[src/rtl/johnson_phase_sequencer.sv]
// Run controller for a WIDTH-stage Johnson counter: steps it a commanded number of phases
// with hold/abort and decodes it to a one-hot phase. Define SEQ_REVERSE_EN to add a dir input.
module johnson_phase_sequencer #(
    parameter int WIDTH = 4,
    parameter int LEN_W = 8
) (
    input  logic                 clk,
    input  logic                 reset,
    input  logic                 start,
    input  logic [LEN_W-1:0]     len,
    input  logic                 hold,
    input  logic                 abort,
    input  logic                 clr,
`ifdef SEQ_REVERSE_EN
    input  logic                 dir,
`endif
    output logic [WIDTH-1:0]     count,
    output logic [2*WIDTH-1:0]   phase,
    output logic                 busy,
    output logic                 done,
    output logic                 wrap,
    output logic [1:0]           state_dbg
);

    // Handshake: start is a one-cycle strobe accepted only in IDLE (no ready; commands
    // offered while busy or finishing are dropped). done is the single completion pulse.

    localparam int IDX_W = $clog2(2 * WIDTH);

    typedef enum logic [1:0] {
        IDLE   = 2'd0,
        RUN    = 2'd1,
        FINISH = 2'd2
    } state_t;

    state_t              state, state_n;
    logic [WIDTH-1:0]    count_n;
    logic [LEN_W-1:0]    remaining, remaining_n;
    logic                busy_n, done_n, wrap_n;
    logic [WIDTH-1:0]    step_val;
    logic [IDX_W-1:0]    index;

`ifdef SEQ_REVERSE_EN
    logic dir_q, dir_n;

    always_comb begin
        if (dir_q) step_val = {~count[0], count[WIDTH-1:1]};
        else       step_val = {count[WIDTH-2:0], ~count[WIDTH-1]};
    end
`else
    always_comb step_val = {count[WIDTH-2:0], ~count[WIDTH-1]};
`endif

    // Step index from the ones count; states with the MSB set sit in the second half.
    always_comb begin
        int ones;
        int idx;
        ones = 0;
        for (int i = 0; i < WIDTH; i++) ones = ones + int'(count[i]);
        idx   = count[WIDTH-1] ? (2 * WIDTH - ones) : ones;
        index = IDX_W'(idx);
        phase = {{(2*WIDTH-1){1'b0}}, 1'b1} << index;
    end

    always_comb begin
        state_n     = state;
        count_n     = count;
        remaining_n = remaining;
        done_n      = 1'b0;
        wrap_n      = 1'b0;
`ifdef SEQ_REVERSE_EN
        dir_n       = dir_q;
`endif
        case (state)
            IDLE: begin
                if (start) begin
`ifdef SEQ_REVERSE_EN
                    dir_n = dir;
`endif
                    if (len != '0) begin
                        state_n     = RUN;
                        remaining_n = len;
                    end else begin
                        state_n = FINISH;
                        done_n  = 1'b1;
                    end
                end else if (clr) begin
                    count_n = '0;
                end
            end
            RUN: begin
                if (abort) begin
                    state_n = IDLE;
                end else if (!hold) begin
                    count_n     = step_val;
                    remaining_n = remaining - LEN_W'(1);
                    wrap_n      = (step_val == '0);
                    if (remaining == LEN_W'(1)) begin
                        state_n = FINISH;
                        done_n  = 1'b1;
                    end
                end
            end
            FINISH: state_n = IDLE;
            default: state_n = IDLE;
        endcase
        busy_n = (state_n == RUN);
    end

    always_ff @(posedge clk or negedge reset) begin
        if (!reset) begin
            state     <= IDLE;
            count     <= '0;
            remaining <= '0;
            busy      <= 1'b0;
            done      <= 1'b0;
            wrap      <= 1'b0;
`ifdef SEQ_REVERSE_EN
            dir_q     <= 1'b0;
`endif
        end else begin
            state     <= state_n;
            count     <= count_n;
            remaining <= remaining_n;
            busy      <= busy_n;
            done      <= done_n;
            wrap      <= wrap_n;
`ifdef SEQ_REVERSE_EN
            dir_q     <= dir_n;
`endif
        end
    end

    assign state_dbg = state;

endmodule
[config.mk]
export PLATFORM = sky130hd
export DESIGN_NAME = johnson_phase_sequencer
export DESIGN_NICKNAME = d
export VERILOG_FILES = /design/src/rtl/johnson_phase_sequencer.sv
export SDC_FILE = /design/constraint.sdc
export NUM_CORES = 1
export LEC_CHECK = 0
export BUFFER_PORTS_ARGS = -buffer_cell sky130_fd_sc_hd__buf_2
export CAP_MARGIN = 20
export CORE_MARGIN = 2
export CORE_UTILIZATION = 52
export CTS_CLUSTER_SIZE = 20
export DETAILED_ROUTE_END_ITERATION = 10
export GPL_ROUTABILITY_DRIVEN = 0
export PLACE_DENSITY_LB_ADDON = 0.25
export SKIP_LAST_GASP = 1
export SLEW_MARGIN = 20
export SYNTH_ARGS = -nofsm -noshare
export SYNTH_HDL_FRONTEND = slang
export SYNTH_SLANG_ARGS = --single-unit
[constraint.sdc]
create_clock -name clk -period 2.8 [get_ports clk]
set_input_delay 0.14 -clock clk [delete_from_list [all_inputs] [get_ports clk]]
set_output_delay 0.14 -clock clk [all_outputs]
set_load 0.01 [all_outputs]
==> flow_summary_export.csv <==
group,metric,value,unit
outcome,status,"complete, no violations",
timing,hold_slack,0.105,ns
global_route,grt_pass1_vias,1039,
yosys,synth_commonest_cells,"nor2_1 (19), dfrtp_1 (17), nand2_1 (10)",
timing,setup_viol_count_final,0,
worst_setup_path,critical_path.max_fanout,4,
timing,fmaxAchievable,0.364,GHz
final_layout,stdcell_area,1450,sq um
yosys,synthDominantCellAreaShare,0.365,
worst_setup_path,worstSetupStartpointType,"flip-flop",
final_layout,drive_gt1_frac,0.363,
final_layout,antenna_cells,0,
power_and_ir_drop,clockPowerShare,0.108,
routing,postRouteAntennaNets,0,
yosys,avgSynthCellArea,9.18,sq um
die,chipHeight,51.4,microns
timing,fin_crit,2.75,ns
die,die-area,2640,sq um
timing,tightest_slew,0.497,ns
hold_path,hold_depth,2,
routing,via_per_inst,5.89,
die,core_area,2170,sq um
placement,dpl_cell_area,1340,sq um
yosys,ys.warnings.count,0,
worst_setup_path,crit_required,2.66,ns
yosys,syn_area,1170,sq um
timing,period_share,0.981,
power_and_ir_drop,p_comb_frac,0.590,
timing,finClkSkew,0.0141,ns
routing,dr.pass1.iters,4,
yosys,syn-num-nets,147,
die,rows,17,
power_and_ir_drop,p_switching,0.589,mW
worst_setup_path,crit_type,"reg -> out",
global_route,gr-usage-met3,0.0351,
cts,clk_latency,0.30,ns
yosys,yosysMostFrequentCell,"nor2_1",
power_and_ir_drop,power.internal,0.727,mW
die,fp.dieW,51.4,microns
power_and_ir_drop,finalPower,1.32,mW
yosys,synth_ff_type,"dfrtp_1",
die,ios,31,
global_route,antenna_found_initial,0,
cts,cts_tree,"done",
flow_run,cap_violations,0,
global_route,grt_use_met2,0.398,
routing,drt-initial-drc-count,39,
final_layout,finalNetCount,181,
cts,path_clk_slew,0.12,ns
global_route,grt.busiest_layer,"met2",
power_and_ir_drop,p_per_area,910,nW/um^2
routing,num_vias,1107,
yosys,synth_seq_cells,17,
routing,wl_per_cell,15.7,microns
worst_setup_path,worst_setup_path_end_kind,"output pin",
global_route,met1_usage,0.298,
cts,cts_root_buf,"clkbuf_4",
timing,hold_violations,0,
yosys,synth_edf_count,0,
final_layout,fin_util,0.667,
yosys,synth.distinct_cells,39,
cts,cts_sinks,17,
yosys,synthTopCellsByArea,"dfrtp_1 (36%), nor2_1 (6.1%), ha_1 (5.4%), mux2i_1 (3.4%), nand2_1 (3.2%)",
yosys,yosys.area.top_type,"dfrtp_1",
hold_path,hp-class,"in -> reg",
global_route,globalRoute.totalOverflow,0,
global_route,grt_max_degree,18,
yosys,synth_cells,127,
yosys,synth-seq-area-share,0.365,
worst_setup_path,critPathArrivalTime,2.61,ns
power_and_ir_drop,seqPwrFrac,0.302,
yosys,postSynth.asyncResetShare,1.00,
routing,drt_wl_total,2950,microns
cts,max-clock-path-buffers,2,
final_layout,synthToLayoutAreaGrowth,24.0,%
power_and_ir_drop,p_leak,0.654,nW
routing,drc,0,
cts,htreeDepth,1,
power_and_ir_drop,p_sw_frac,0.448,
timing,maxSlewViolCount,0,
global_route,track_usage,0.232,
placement,place_hpwl,2000,microns
placement,numPortBuffers,30,
cts,cts_buffers,3,
global_route,grt_pass1_wl,4620,microns
worst_setup_path,r2r_cells,4,
power_and_ir_drop,ir_worst_vdd,0.000844,V
timing,setup_tns,0,ns
die,start_util,0.537,
timing,maxSlewHeadroom,0.668,
-- stage by stage --
step	instances	setup WS (ns)
finish	188	0.0538
global route	188	-0.0603
CTS	188	0.0120
detailed placement	183	0.261
global placement	183	0.332
floorplan	127	0.418
-- power by group through the flow --
stage               registers [mW]  logic (mW)  clock network [mW]
finish                       0.397       0.777               0.142
global route                 0.409       0.865               0.153
CTS                          0.393       0.652               0.144
detailed placement           0.399       0.608                   0
global placement             0.395       0.588                   0
floorplan                    0.395       0.430                   0
-- final timing paths --
path / slack (ns) / endpoint / startpoint
max: 0.05 / phase[6] / count[1]$_DFFE_PN0P_
min: 0.11 / wrap$_DFF_PN0_ / hold
max reg2reg: 1.09 / remaining[0]$_DFFE_PN0P_ / state_dbg[0]$_DFF_PN0_
min reg2reg: 0.53 / remaining[7]$_DFFE_PN0P_ / remaining[7]$_DFFE_PN0P_
max in group asynchronous: 2.23 / remaining[2]$_DFFE_PN0P_ / reset
min in group asynchronous: 0.27 / count[1]$_DFFE_PN0P_ / reset
-- kinds of logic (layout without fill, tap and decap cells) --
logic type | Yosys count | count (layout) | synth area share
adder cells (fa/ha/maj) | 6 | 6 | 0.0708
multiplexers | 6 | 6 | 0.0536
AND/OR/NAND/NOR | 53 | 53 | 0.248
flip-flops | 17 | 17 | 0.365
AO/OA/AOI/OAI | 33 | 33 | 0.217
buffers and inverters | 11 | 44 | 0.0386
XOR/XNOR | 1 | 1 | 0.00751
-- critical path: stages, from the launching register on --
cell     delay (ns)
dfrtp_1        0.45
fa_1           0.47
ha_2           0.20
ha_4           0.28
inv_2          0.06
ha_4           0.17
xnor2_4        0.21
nand3_2        0.10
o21ai_2        0.07
and2_1         0.16
buf_2          0.13
-- layer usage --
metal / share of wire / vias up
met5: 0 / -
met4: 0.0078 / 0
met3: 0.055 / 2
met2: 0.53 / 42
met1: 0.41 / 529
li1: - / 534
-- final cells by class --
cell class,count,area (sq um)
Clock buffer,3,22.5
Clock inverter,1,7.51
Fill cell,194,723
Inverter,8,30.0
Multi-Input combinational cell,99,758
Sequential cell,17,425
Tap cell,28,35.0
Timing Repair Buffer,32,168
-- cell usage in the layout (no fill, tap or decap), types with 2 or more instances in the layout --
cell type  netlist  layout
buf_2            2      30
nor2_1          19      19
dfrtp_1         17      17
nand2_1         10      10
inv_1            8       7
nor3_1           5       5
o22ai_1          5       5
a21oi_1          5       5
mux2i_1          4       4
a22oi_1          4       4
o22a_1           3       3
o2bb2ai_1        3       3
o21ai_0          4       3
clkbuf_4         0       3
nor4_2           2       2
and2_1           2       2
or4_1            2       2
a31oi_1          2       2
or4_4            2       2
nand3_1          3       2
mux2_2           2       2
ha_1             5       2
ha_4             0       2
-- what timing repair did --
item | CTS | global route
gates resized for setup | 3 | 8
hold buffers | 1 | 0
pin swaps | 1 | 3
setup buffers | 0 | 0
endpoints found under the hold margin | 17 | 0
setup endpoints to repair | 7 | 8
cloned | 0 | 0
-- sequential cells by signal, indices dropped and copies added (netlist names) --
register	count
wrap	1
count	4
done	1
busy	1
remaining	8
state_dbg	2
Note: power is estimated with default switching activity, not from simulation.
